===== config.mk =====
export PLATFORM = sky130hd
export DESIGN_NAME = compact_instruction_packer
export DESIGN_NICKNAME = d
export VERILOG_FILES = /design/src/rtl/compact_instruction_packer.sv
export SDC_FILE = /design/constraint.sdc
export NUM_CORES = 1
export LEC_CHECK = 0
export CAP_MARGIN = 20
export CORE_UTILIZATION = 45
export DETAILED_ROUTE_END_ITERATION = 10
export GPL_TIMING_DRIVEN = 0
export PLACE_DENSITY = 0.73
export SLEW_MARGIN = 20
export SYNTH_ARGS = -nofsm -noshare
export SYNTH_HDL_FRONTEND = slang
export SYNTH_SLANG_ARGS = --single-unit

===== constraint.sdc =====
create_clock -name clock -period 2.4 [get_ports clock]
set_clock_uncertainty 0.05 [all_clocks]
set_input_delay 0.48 -clock clock [delete_from_list [all_inputs] [get_ports clock]]
set_output_delay 0.48 -clock clock [all_outputs]
set_load 0.01 [all_outputs]

===== src/rtl/compact_instruction_packer.sv =====
// Re-encodes RV32I instructions as RVC parcels where an exact equivalent exists
// and packs the resulting 16/32-bit parcel stream little-endian into 32-bit words.
module compact_instruction_packer #(
    parameter int unsigned ENABLE_COMPRESSION = 1,
    parameter int unsigned COUNT_WIDTH        = 16
) (
    input  logic                   clock,
    input  logic                   resetN,
    input  logic [31:0]            inInstruction,
    input  logic                   inValid,
    output logic                   inReady,
    input  logic                   flush,
    output logic [31:0]            outWord,
    output logic                   outValid,
    input  logic                   outReady,
    output logic                   empty,
    output logic                   illegalInput,
    output logic [COUNT_WIDTH-1:0] compressedCount
);

    logic [6:0]  opc;
    logic [2:0]  f3;
    logic [6:0]  f7;
    logic [4:0]  rd;
    logic [4:0]  rs1;
    logic [4:0]  rs2;
    logic [11:0] s_imm;
    logic        rd_p;
    logic        rs1_p;
    logic        rs2_p;
    logic        is_c;
    logic [15:0] c16;
    logic        use_c;
    logic        illegal_in;

    assign opc   = inInstruction[6:0];
    assign f3    = inInstruction[14:12];
    assign f7    = inInstruction[31:25];
    assign rd    = inInstruction[11:7];
    assign rs1   = inInstruction[19:15];
    assign rs2   = inInstruction[24:20];
    assign s_imm = {inInstruction[31:25], inInstruction[11:7]};
    // Primed registers x8..x15 are the only ones the 3-bit RVC fields can name.
    assign rd_p  = (rd[4:3] == 2'b01);
    assign rs1_p = (rs1[4:3] == 2'b01);
    assign rs2_p = (rs2[4:3] == 2'b01);

    always_comb begin
        is_c = 1'b0;
        c16  = 16'h0000;
        if (opc == 7'b0000011 && f3 == 3'b010 && rd_p && rs1_p &&
            inInstruction[21:20] == 2'b00 && inInstruction[31:27] == 5'b00000) begin
            is_c = 1'b1;
            c16  = {3'b010, inInstruction[25:23], rs1[2:0], inInstruction[22],
                    inInstruction[26], rd[2:0], 2'b00};
        end else if (opc == 7'b0100011 && f3 == 3'b010 && rs1_p && rs2_p &&
                     s_imm[1:0] == 2'b00 && s_imm[11:7] == 5'b00000) begin
            is_c = 1'b1;
            c16  = {3'b110, s_imm[5:3], rs1[2:0], s_imm[2], s_imm[6], rs2[2:0], 2'b00};
        end else if (opc == 7'b0110011 && rd == rs1 && rd_p && rs2_p &&
                     ({f7, f3} == 10'b0100000_000 || {f7, f3} == 10'b0000000_100 ||
                      {f7, f3} == 10'b0000000_110 || {f7, f3} == 10'b0000000_111)) begin
            is_c = 1'b1;
            c16  = {3'b100, 1'b0, 2'b11, rd[2:0], (f3 == 3'b000) ? 2'b00 : f3[1:0] ^ 2'b01 ^ {1'b0, f3[1] ^ f3[0] ^ 1'b1} ^ 2'b01, rs2[2:0], 2'b01};
            case (f3)
                3'b000:  c16[6:5] = 2'b00;
                3'b100:  c16[6:5] = 2'b01;
                3'b110:  c16[6:5] = 2'b10;
                default: c16[6:5] = 2'b11;
            endcase
        end else if (opc == 7'b0010011 && f3 == 3'b111 && rd == rs1 && rd_p &&
                     inInstruction[31:25] == {7{inInstruction[25]}}) begin
            is_c = 1'b1;
            c16  = {3'b100, inInstruction[25], 2'b10, rd[2:0], inInstruction[24:20], 2'b01};
        end else if (opc == 7'b0110011 && f7 == 7'b0000000 && f3 == 3'b000 &&
                     rd == rs1 && rd != 5'd0 && rs2 != 5'd0) begin
            is_c = 1'b1;
            c16  = {3'b100, 1'b1, rd, rs2, 2'b10};
        end
    end

    assign use_c      = (ENABLE_COMPRESSION != 0) && is_c;
    assign illegal_in = (inInstruction[1:0] != 2'b11) || (inInstruction == 32'h0);

    logic                   pend_valid_q, pend_valid_d;
    logic [15:0]            pend_half_q, pend_half_d;
    logic                   out_valid_q, out_valid_d;
    logic [31:0]            out_word_q, out_word_d;
    logic                   illegal_q, illegal_d;
    logic [COUNT_WIDTH-1:0] count_q, count_d;
    logic                   can_load;
    logic                   in_fire;

    assign can_load = !out_valid_q || outReady;
    assign inReady  = can_load && !flush;
    assign in_fire  = inValid && inReady;

    always_comb begin
        pend_valid_d = pend_valid_q;
        pend_half_d  = pend_half_q;
        out_valid_d  = out_valid_q;
        out_word_d   = out_word_q;
        illegal_d    = illegal_q;
        count_d      = count_q;
        if (out_valid_q && outReady) begin
            out_valid_d = 1'b0;
        end
        if (flush) begin
            // Pad the odd halfword with C.NOP so the word stays decodable.
            if (pend_valid_q && can_load) begin
                out_word_d   = {16'h0001, pend_half_q};
                out_valid_d  = 1'b1;
                pend_valid_d = 1'b0;
            end
        end else if (in_fire) begin
            if (illegal_in) begin
                illegal_d = 1'b1;
            end else if (use_c) begin
                if (count_q != {COUNT_WIDTH{1'b1}}) begin
                    count_d = count_q + COUNT_WIDTH'(1);
                end
                if (pend_valid_q) begin
                    out_word_d   = {c16, pend_half_q};
                    out_valid_d  = 1'b1;
                    pend_valid_d = 1'b0;
                end else begin
                    pend_half_d  = c16;
                    pend_valid_d = 1'b1;
                end
            end else begin
                out_valid_d = 1'b1;
                if (pend_valid_q) begin
                    out_word_d  = {inInstruction[15:0], pend_half_q};
                    pend_half_d = inInstruction[31:16];
                end else begin
                    out_word_d = inInstruction;
                end
            end
        end
    end

    always_ff @(posedge clock or negedge resetN) begin
        if (!resetN) begin
            pend_valid_q <= 1'b0;
            pend_half_q  <= 16'h0000;
            out_valid_q  <= 1'b0;
            out_word_q   <= 32'h0;
            illegal_q    <= 1'b0;
            count_q      <= '0;
        end else begin
            pend_valid_q <= pend_valid_d;
            pend_half_q  <= pend_half_d;
            out_valid_q  <= out_valid_d;
            out_word_q   <= out_word_d;
            illegal_q    <= illegal_d;
            count_q      <= count_d;
        end
    end

    assign outWord         = out_word_q;
    assign outValid        = out_valid_q;
    assign empty           = !pend_valid_q && !out_valid_q;
    assign illegalInput    = illegal_q;
    assign compressedCount = count_q;

endmodule


# Yosys cells after proc, flatten, opt, wreduce, memory -nomap -nowiden
# Cells that the tools add are included.
# W data, S select, Z words.
# totals
reg_bits	67
in_bits	37
output_inout_bits	52
word_cells	118
# classes
n_addsub	1
n_eq_ne	23
n_mux	34
n_bitwise	2
n_reduce_logical	52
# ops
cell	n
$mux W32	7
$mux W16	8
$logic_not A32 Y1	1
$eq A10 B3 Y1 const B	3
$logic_and A1 B1 Y1	28
$mux W1	18
$add A16 B1 Y16 const B	1
$ne A16 B16 Y1 const B	1
$eq A7 B6 Y1 const B	2
$eq A10 B9 Y1 const B	1
$reduce_and A5 Y1	2
$reduce_bool A5 Y1	2
$eq A3 B3 Y1 const B	3
$reduce_and A4 Y1	2
$eq A7 B2 Y1 const B	1
$eq A7 B5 Y1 const B	1
$logic_not A7 Y1	1
$eq A2 B1 Y1 const B	3
$eq A6 B6 Y1	1
$ne A2 B2 Y1 const B	3
$pmux W2 S3	1
$reduce_bool A2 Y1	3
$eq A5 B5 Y1	1
$logic_not A5 Y1	1
9 further kinds	17

# Longest topological paths before layout
# Gate-level depths: netlist of run 1.
# logic_depth
ltp_word	16
depth_mapped	12
ltp_nobuf	9

# Worst setup path before layout of run 1
# OpenSTA, ideal clock, no wires.
# synth_path
path_kind	input to register
start	input inInstruction[31]
end	register pend_half_q[10]
setup_time_ps	125
arrival_time_ps	2730
required_ps	2225
path_slack_ps	-505
stages	8
path_buffers	1
path_cell_list	or4_1 -> or2_1 -> o32ai_2 -> a211oi_1 -> xnor2_1 -> and2_0 -> buf_2 -> mux2_2
# synth_via
elab_chain_cells	13
elab_cells_between_ends	37
cone_classes	eq/ne (6); mux (12); bitwise (1); reduce/logical (18)
# synth_rtl
element	line_no	text
start: declaration	9	input logic [31:0] inInstruction,
$logic_not A7 Y1	75	end else if (opc == 7'b0110011 && f7 == 7'b0000000 && f3 == 3'b000 &&
$logic_and A1 B1 Y1 (3 in series)	75	
$logic_and A1 B1 Y1 (2 in series)	76	rd == rs1 && rd != 5'd0 && rs2 != 5'd0) begin
$mux W1 or $mux W16 (tied branches)	75	
$mux W1 or $mux W16 (tied branches)	71	end else if (opc == 7'b0010011 && f3 == 3'b111 && rd == rs1 && rd_p &&
$mux W1 or $mux W16 (tied branches)	60	end else if (opc == 7'b0110011 && rd == rs1 && rd_p && rs2_p &&
$mux W1 or $mux W16 (tied branches)	56	end else if (opc == 7'b0100011 && f3 == 3'b010 && rs1_p && rs2_p &&
$mux W1 or $mux W16 (tied branches)	51	if (opc == 7'b0000011 && f3 == 3'b010 && rd_p && rs1_p &&
$ne A2 B2 Y1 (no source line) (tied with other cells)	n/a	
$reduce_and A5 Y1 (no source line) or $mux W16 (tied branches)	n/a	
end signal: assignment	152	pend_half_q <= pend_half_d;
end: declaration	86	logic [15:0] pend_half_q, pend_half_d;
# Parallel ways exist; a longest one is shown, timed or not. The select of a mux whose other input is x is not followed.
# A chain may end at the register's enable or synchronous reset.

# Worst setup path in the final report of run 1
# layout_path
start	input inInstruction[28]
end	register out_word_q[28] (netlist: outWord[28])
# layout_via
elab_chain_cells	16
elab_cells_between_ends	40
cone_classes	eq/ne (7); mux (16); reduce/logical (17)
# layout_rtl
element	line_no	text
$logic_not A7 Y1	75	
$logic_and A1 B1 Y1 (3 in series)	75	
$logic_and A1 B1 Y1 (2 in series)	76	
$mux W16	75	
$mux W16	71	
$mux W16	60	
$mux W16	56	
$mux W16	51	
$mux W32	122	if (pend_valid_q) begin
$mux W32	118	end else if (use_c) begin
$mux W32	116	if (illegal_in) begin
$mux W32	115	end else if (in_fire) begin
$mux W32	108	if (flush) begin
end signal: assignment	154	out_word_q <= out_word_d;
end: declaration	88	logic [31:0] out_word_q, out_word_d;
# Parallel ways exist; a longest one is shown, timed or not. The select of a mux whose other input is x is not followed.

==> results of run 1 <==
## per-stage QoR
stage          utilization, %  power [uW]  cells
2_1_floorplan               -        1490    424
3_3_place_gp             60.7        1850    617
3_5_place_dp             61.1        1860    618
4_1_cts                  74.2        3030    672
5_1_grt                  79.6        3230    688
6_report                 79.6        3130    688
## cells in the final DEF (no fill, tap or decap), drive strengths merged, types with 3 or more instances in the layout
master / count
buf: 91
dfrtp: 67
nand2: 57
clkdlybuf4s50: 54
o21ai: 36
a21oi: 30
clkbuf: 25
nor2: 20
mux2i: 16
nand3: 13
inv: 13
xor2: 13
mux2: 10
or2: 9
and2: 9
nor3: 8
or3: 8
xnor2: 8
o31ai: 6
and3: 6
a31oi: 6
nor4: 5
or4: 5
nand4: 4
a22o: 4
a32o: 4
nand3b: 3
and4: 3
a32oi: 3
a221oi: 3
## layer usage
metal | global-route usage [%] | vias up | share of wire, %
met1 | 46.0 | 2235 | 39
met3 | 7.18 | 71 | 8.1
met5 | 0 | - | 0
li1 | - | 1870 | -
met2 | 56.5 | 308 | 47
met4 | 19.8 | 0 | 5.5
## final timing paths
kind,slack [ps],cells past startpoint,endpoint,from
worst max register to register,10,7,compressedCount[7],compressedCount[5]
worst min register to register,430,1,illegalInput,illegalInput
min in group asynchronous,480,2,compressedCount[15],resetN
worst min-delay path,390,3,outWord[8],inInstruction[8]
worst max-delay path,-280,9,outWord[28],inInstruction[28]
max in group asynchronous,1260,3,outWord[26],resetN
## critical path, delay by kind of cell
kind                   cells  cell delay (ps)
AND/OR/NAND/NOR            4             1450
AO/OA/AOI/OAI              3              770
buffers and inverters      2              210
## synthesized netlist by cell type, types with 8 or more instances
| cell type | number |
|---|---|
| inv_1 | 12 |
| and2_1 | 8 |
| dfrtp_1 | 67 |
| clkbuf_1 | 10 |
| a21oi_1 | 30 |
| mux2_2 | 10 |
| mux2i_1 | 16 |
| xnor2_1 | 8 |
| nand3_1 | 13 |
| o21ai_0 | 36 |
| xor2_1 | 13 |
| nor2_1 | 20 |
| buf_2 | 10 |
| or3_1 | 8 |
| or2_2 | 8 |
| nand2_1 | 57 |
## repair_timing
item                                   4_1_cts  5_1_grt
cloned                                       6        0
endpoints found under the hold margin       16        0
hold buffers                                 1        0
setup buffers                               34       20
gates resized for setup                    272      130
pin swaps                                   54       56
setup endpoints to repair                   68       67
## sequential cells by signal, indices dropped and copies added, names as in the netlist
register,flops
outWord,32
compressedCount,16
pend_valid_q,1
illegalInput,1
outValid,1
pend_half_q,16
## cells by family after synthesis
family / Yosys count
simple gates: 157
fa+ha+maj: 2
flops: 67
buf+inv: 33
xor+xnor: 21
compound gates: 118
mux: 26
## power by group through the flow
stage	registers, uW	clock network [uW]	logic (uW)
floorplan	1330	0	158
global placement	1290	0	560
detailed placement	1290	0	568
CTS	1270	1130	625
global route	1290	1200	737
finish	1280	1150	696
## layout make-up
class / count / area, sq um / area share [%]
flip-flops and latches: 67 / 1680 / 25.4
multi-input cells: 324 / 2890 / 43.7
repair buffers: 147 / 1440 / 21.7
inverters: 13 / 48.8 / 0.739
plain buffers: 16 / 188 / 2.84
clock inverters: 5 / 83.8 / 1.27
well taps: 105 / 131 / 1.99
clock buffers: 11 / 151 / 2.29
==> metrics.md, run 1 <==
| Metric | Value |
|---|---|
| Syn Nets | `463` |
| Global Route Usage Sum | `a little over a third` |
| Least-Margin Pin Slew | `between 500 and 600 ps` |
| Synth area leaders | `dfrtp_1, nand2_1, o21ai_0` |
| Root buffer cell | `clkbuf_8` |
| Syn-to-layout area delta | `69.0%` |
| Final hold vios | `0` |
| Initial antenna violation count | `0` |
| P_sw | `roughly 900 uW` |
| GPL Wtd Cong | `1.05` |
| Total wire length | `~17,000 microns` |
| Status | `complete, but fails checks` |
| I/O Buffers | `between 80 and 90` |
| Via density | `about 6.5` |
| Die H | `about 95 microns` |
| DRC viols | `0` |
| Antenna diodes | `0` |
| Top-area cell type share of the netlist area | `42.9%` |
| Core area | `between 0.008 and 0.009 sq mm` |
| Hold Path Class | `primary input to flop` |
| Seq pwr share | `~41%` |
| Startpoint types | `primary input` |
| Max FO, Critical Path | `5` |
| Clk buf depth | `2` |
| Synth Area in Simple Gates | `between 20% and 30%` |
| Post-DP HPWL | `between 10,000 and 15,000 microns` |
| Final nets | `between 600 and 700` |
| VDD IR-drop max | `approximately 0.0003 V` |
| Synth Area in XOR/XNOR | `4.71%` |
| Clock latency on the worst-skew pair | `~350 ps` |
| Fill count | `484` |
| Fin. max-slew vios | `0` |
| First-pass GRT wire length | `~24,000 microns` |
| Setup ws final | `-275 ps` |
| Power Dens Cells | `between 400 and 500 mW/mm^2` |
| CTS Sinks | `67` |
| Worst hold slack | `slightly below 400 ps` |
| Cell area after layout | `~0.0066 sq mm` |
| Crit share post-route | `111%` |
| Setup crit end kind | `flop` |
| # setup viols final | `61` |
| Post-Synthesis Cells | `424` |
| Synth area leader | `dfrtp_1` |
| Compound-Gate Fraction of Synth Area | `about 20%` |
| Fraction of registers with async set/reset | `100%` |
| CP dominant cell by count | `or4_4` |
| TNS Setup | `-7610 ps` |
| Worst path cell trace | `buf_8 > or4_4 > or2_4 > buf_6 > or4_4 > a31oi_4 > nor2_4 > a311oi_2 > a22o_1` |
| Crit path max-delay cell type | `or4_4` |
| Post-synthesis instance area | `0.00391 sq mm` |
| Drt initial violations | `between 400 and 500` |
| Syn avg cell area | `9.21 sq um` |
| Total die area | `approximately 0.009 sq mm` |
| Failing checks | `setup timing` |
| Comb power frac | `~22%` |
| Worst Path Arrival | `~2900 ps` |
| Switching part of the total power | `between 20 and 30%` |
| IO Pins | `89` |
| Chip Width | `between 90 and 100 microns` |
| Max_slew headroom | `about 63%` |
| Htree depth | `3` |
| Dpl cell area | `0.00507 sq mm` |
| Seq/Total Area, Yosys | `between 40% and 50%` |
| Pint | `around 2200 uW` |
| Clock slew at the register clock pins of the worst setup and hold paths | `80 ps` |
| Top FF cell, synth | `dfrtp_1` |
| Tmin final | `about 2700 ps` |
| Largest family of logic cells by synthesized area | `simple AND/OR/NAND/NOR gates` |
| DR pass1 iterations | `5` |
| Share of layout cells above drive strength 1 | `44.4%` |
| CTS tree | `yes` |
| Wire length per cell | `between 20 and 25 microns` |
| Post-synthesis adder-cell area fraction | `less than 1%` |
| Vias | `approximately 4,500` |
| Routed Antenna Nets | `0` |
| Warnings from Yosys | `0` |
| Multiplexer share of the synthesized area | `6.98%` |
| Cts bufs inserted | `9` |
| Post-synth EDFFs | `0` |
| Initial Util | `about 47%` |
| Critical Setup Path Class | `primary input to flop` |
| Gr ovfl total | `0` |
| Vias in the first global route | `around 4,200` |
| Max cap viols | `0` |
| Largest net degree at the start of global routing | `52` |
| Max incr delay on CP | `between 500 and 600 ps` |
| Crit path required time | `about 2600 ps` |
| RSZ-0062 raised after global routing | `true` |
| Fmax achieved | `approximately 0.37 GHz` |
| Rows | `33` |
| Leak pwr | `0.00290 uW` |
| Clock Power Share | `between 30% and 40%` |
| Count of cell types in the netlist | `65` |
| Seq cells post-synth | `67` |
| Pre-CTS setup slack | `-1420 ps` |
Note: power is estimated with default switching activity, not from simulation.
==> run 2: changes to the inputs <==
Settings changed: ABC_AREA set to 0, CTS_CLUSTER_SIZE set to 16, REMOVE_ABC_BUFFERS set to 1.
==> metrics.md, run 2 (synthesis gave the netlist of run 1 again) <==
| Metric | Value |
|---|---|
| Setup ws final | `-301 ps` |
| Reg area | `0.00168 sq mm` |
| Clock slew at the register clock pins of the worst setup and hold paths | `about 90 ps` |
| Routed Antenna Nets | `0` |
| Cell area after layout | `roughly 0.0062 sq mm` |
| Final hold vios | `3` |
| Die H | `95.2 microns` |
| Fmax achieved | `0.370 GHz` |
| Clk buf depth | `2` |
| Max cap viols | `0` |
| Vias in the first global route | `around 4,000` |
| Initial antenna violation count | `0` |
| Dpl cell area | `between 0.004 and 0.005 sq mm` |
| Crit path required time | `between 2000 and 3000 ps` |
| Antenna diodes | `0` |
| Worst R2R Start | `compressedCount[5]` |
| Leak pwr | `roughly 0.0027 uW` |
| GPL Wtd Cong | `approximately 0.95` |
| I/O Buffers | `between 80 and 90` |
| CP startpoint | `inInstruction[27]` |
| Worst Path Arrival | `about 2900 ps` |
| CTS tree | `yes` |
| IO Pins | `roughly 90` |
| Placed Instances | `~600` |
| Max reg flops | `32` |
| Max incr delay on CP | `~570 ps` |
| Rows | `33` |
| Syn-to-layout area delta | `59.3%` |
| Startpoint types | `primary input` |
| Max_slew headroom | `52.5%` |
| Total die area | `between 0.009 and 0.01 sq mm` |
| CP dominant cell by count | `buf_4` |
| Htree depth | `3` |
| Vias | `between 4,000 and 5,000` |
| Wire length per cell | `22.5 microns` |
| Chip Width | `roughly 95 microns` |
| VDD IR-drop max | `about 0.00028 V` |
| Final nets | `between 600 and 700` |
| Critical Setup Path Class | `primary input to flop` |
| Leading cell type in the layout, fill and taps excluded | `dfrtp_1` |
| Setup crit end kind | `flop` |
| Worst hold slack | `-5.24 ps` |
| Power Dens Cells | `503 mW/mm^2` |
| Fill count | `between 500 and 600` |
| Total wire length | `15,200 microns` |
| Initial Util | `between 40% and 50%` |
| Layout Utilization | `75.0%` |
| Hold Path Class | `primary input to asynchronous set/reset pin` |
| Critical path's top delay family | `simple AND/OR/NAND/NOR gates` |
| Cts bufs inserted | `9` |
| Pre-CTS setup slack | `-2890 ps` |
| Crit share post-route | `113%` |
| Drt initial violations | `about 290` |
| Buf/Inv on CP | `4` |
| CTS Sinks | `67` |
| Gr ovfl total | `0` |
| Via density | `6.26` |
| Tmin final | `2700 ps` |
| Share of layout cells above drive strength 1 | `35.1%` |
| Crit path max-delay cell type | `or4_4` |
| Failing checks | `hold timing, setup timing` |
| DRC viols | `0` |
| Global Route Usage Sum | `about a third` |
| Post-DP HPWL | `about 9200 microns` |
| Clock latency on the worst-skew pair | `between 300 and 400 ps` |
| Most frequent cells in the layout | `dfrtp_1, clkdlybuf4s50_1, nand2_1, buf_4, a21oi_1` |
| Largest net degree at the start of global routing | `39` |
| Core area | `between 0.008 and 0.009 sq mm` |
| Finished Layout Cells | `675` |
| Root buffer cell | `clkbuf_8` |
| Max FO, Critical Path | `7` |
| Fin. max-slew vios | `0` |
| Least-Margin Pin Slew | `just over 700 ps` |
| Multi-input gate area in the final layout | `between 0.002 and 0.003 sq mm` |
| First-pass GRT wire length | `between 20,000 and 25,000 microns` |
| Status | `complete, but fails checks` |
| Worst path cell trace | `buf_8 > or4_4 > or2_4 > o32ai_4 > a211oi_4 > buf_6 > buf_4 > buf_4 > nor2_1 > a21oi_1 > mux2_4` |
| # setup viols final | `66` |
| DR pass1 iterations | `6` |
| RSZ-0062 raised after global routing | `true` |
==> run 2: layout make-up <==
class	instances	area share, %
multi-input cells	325	41.9
flip-flops and latches	67	27.0
repair buffers	149	24.3
well taps	105	2.11
clock buffers	9	1.99
clock inverters	7	1.99
inverters	13	0.784
==> run 2: layer usage <==
layer	track usage (%)	share of wire [%]
met2	51.0	46
met1	44.3	42
met4	16.0	3.9
met5	0	0
met3	4.23	7.3
==> run 2: what timing repair did <==
action | CTS | global route
gates resized for setup | 220 | 51
pin swaps | 47 | 22
setup endpoints to repair | 67 | 65
gates cloned | 2 | 4
hold buffers | 0 | 0
setup buffers | 43 | 14
==> run 2: through the flow <==
stage,setup TNS (ps),power (uW),hold slack [ps]
after detailed placement,-129260,1850,393
after CTS,-6930,3090,9.80
after global routing,-15110,3240,22.3
after floorplan,-99150,1480,134
final,-12700,3130,-5.24
after global placement,-356750,1830,401
==> run 2: worst paths after layout <==
check / endpoint / slack, ps / depth (start not counted)
setup reg to reg: compressedCount[5] / 20 / 7
hold / removal: outWord[7] / -5 / 1
setup / recovery: pend_half_q[7] / -300 / 11
hold reg to reg: illegalInput / 420 / 1
min in group clock: outWord[5] / 370 / 3
max in group asynchronous: pend_valid_q / 1750 / 2
==> run 2: power breakdown <==
group          switching [uW]  internal, uW  total (uW)
Combinational             309           339         648
Clock                     510           699        1210
Sequential               54.0          1220        1270
Total                     873          2260        3130
==> run 3: changes to the inputs <==
Settings changed: RECOVER_POWER set to 100, TNS_END_PERCENT set to 1.
==> metrics.md, run 3 (synthesis gave the netlist of run 1 again) <==
| Metric | Value |
|---|---|
| Via density | `just over 6` |
| Power Dens Cells | `roughly 530 mW/mm^2` |
| Total wire length | `~14,000 microns` |
| Fmax achieved | `0.368 GHz` |
| Max_slew headroom | `-12.2%` |
| Largest net degree at the start of global routing | `39` |
| Crit path required time | `2590 ps` |
| I/O Buffers | `88` |
| Drt initial violations | `300` |
| CTS Sinks | `67` |
| RSZ-0062 raised after global routing | `true` |
| Hold path startpoint | `inInstruction[5]` |
| Max reg flops | `32` |
| Share of layout cells above drive strength 1 | `23.7%` |
| Pre-CTS setup slack | `-2890 ps` |
| Startpoint types | `primary input` |
| Tmin final | `roughly 2700 ps` |
| Setup ws final | `-317 ps` |
| Hold Path Class | `primary input to flop` |
| Total die area | `0.00906 sq mm` |
| Leading cell type in the layout, fill and taps excluded | `dfrtp_1` |
| Leak pwr | `around 0.0026 uW` |
| Failing checks | `capacitance limit, slew limit, setup timing` |
| Status | `complete, but fails checks` |
| CTS tree | `yes` |
| Max cap viols | `1` |
| Switching part of the total power | `27.6%` |
| Clk buf depth | `2` |
| Crit share post-route | `113%` |
| CP startpoint | `inInstruction[7]` |
| Core area | `approximately 0.0083 sq mm` |
| Fin. max-slew vios | `31` |
| Final hold vios | `0` |
| # setup viols final | `61` |
| IO Pins | `89` |
| Vias in the first global route | `slightly below 4,000` |
| VDD IR-drop max | `roughly 0.00027 V` |
| Least-Margin Pin Slew | `roughly 1700 ps` |
| Antenna diodes | `0` |
| Clock latency on the worst-skew pair | `approximately 360 ps` |
| Critical path's top delay family | `simple AND/OR/NAND/NOR gates` |
| DR pass1 iterations | `4` |
| Initial antenna violation count | `0` |
| Max incr delay on CP | `370 ps` |
| Seq pwr share | `41.8%` |
| Vias | `3,911` |
| Buf/Inv on CP | `2` |
| Worst R2R Start | `compressedCount[5]` |
| Root buffer cell | `clkbuf_8` |
| Crit path max-delay cell type | `a211oi_4` |
| Rows | `33` |
| Clock slew at the register clock pins of the worst setup and hold paths | `roughly 80 ps` |
| Cts bufs inserted | `9` |
| Critical Setup Path Class | `primary input to flop` |
| Post-DP HPWL | `slightly above 9000 microns` |
| Syn-to-layout area delta | `45.5%` |
| GPL Wtd Cong | `around 0.95` |
| Pint | `2200 uW` |
| Clock Power Share | `around two fifths` |
| First-pass GRT wire length | `20,900 microns` |
| Hold buffer count at cts | `0` |
| Worst hold slack | `between 300 and 400 ps` |
| Routed Antenna Nets | `0` |
| Most frequent cells in the layout | `dfrtp_1, nand2_1, dlygate4sd3_1, a21oi_1, o21ai_0` |
| Setup crit end kind | `flop` |
| Final nets | `~580` |
| Fill count | `between 600 and 700` |
| Global Route Usage Sum | `between 30% and 40%` |
| Initial Util | `between 40% and 50%` |
| P_sw | `~840 uW` |
| Worst Path Arrival | `approximately 2900 ps` |
| Htree depth | `3` |
| Worst path cell trace | `clkdlybuf4s15_2 > or2_4 > nor4_4 > o32ai_4 > a211oi_4 > buf_6 > xnor2_4 > and2_4 > mux2_4` |
| Wire length per cell | `21.0 microns` |
| Max FO, Critical Path | `8` |
| Chip Width | `approximately 95 microns` |
| Die H | `95.2 microns` |
| Gr ovfl total | `0` |
| Comb power frac | `18.5%` |
| DRC viols | `0` |
==> run 3: area by class of cell <==
class | count | area [sq um] | share of cell area, %
multi-input combinational | 325 | 2410 | 42.4
sequential | 67 | 1680 | 29.5
timing repair buffer | 120 | 1170 | 20.6
tap | 105 | 131 | 2.31
clock buffer | 9 | 124 | 2.18
clock inverter | 7 | 124 | 2.18
inverter | 13 | 48.8 | 0.858
==> run 3: final timing paths <==
path | cells after the start | slack [ps] | to
worst max register to register | 7 | -10 | compressedCount[9]
max in group asynchronous | 2 | 360 | pend_valid_q
worst min-delay path | 3 | 390 | outWord[5]
worst min register to register | 1 | 420 | illegalInput
worst max-delay path | 9 | -320 | pend_half_q[10]
min in group asynchronous | 1 | 490 | outWord[7]
==> run 3: timing repair <==
action	in CTS	in global routing
setup endpoints to repair	67	66
pin swaps	21	5
setup buffers	23	4
resized for setup	142	16
gates cloned	2	0
==> run 3: tightest hold or removal path, stage by stage <==
cell	delay, ps
buf_6	90
mux2i_1	60
o21ai_0	140
==> run 3: metal layers <==
metal	vias to the layer above	routed length [microns]	track usage (%)
li1	1782	-	-
met1	1940	6080	42.6
met2	161	6280	48.8
met3	28	789	5.02
met4	0	394	14.0
met5	-	0	0
==> run 3: power by group through the flow <==
stage	combinational [uW]	sequential, uW	clock (uW)
5_1_grt	607	1280	1260
4_1_cts	592	1270	1210
2_1_floorplan	149	1330	0
6_report	560	1270	1200
3_3_place_gp	540	1290	0
3_5_place_dp	553	1290	0
==> run 3: stage by stage <==
step	utilization (%)	cells	power, uW	setup TNS [ps]	area (sq um)
after CTS	67.8	642	3070	-10390	5630
after global routing	68.5	646	3140	-16360	5680
after detailed placement	59.4	601	1850	-129260	4930
after global placement	58.2	597	1830	-356750	4830
after floorplan	-	404	1480	-99150	3820
final	68.5	646	3030	-11710	5680
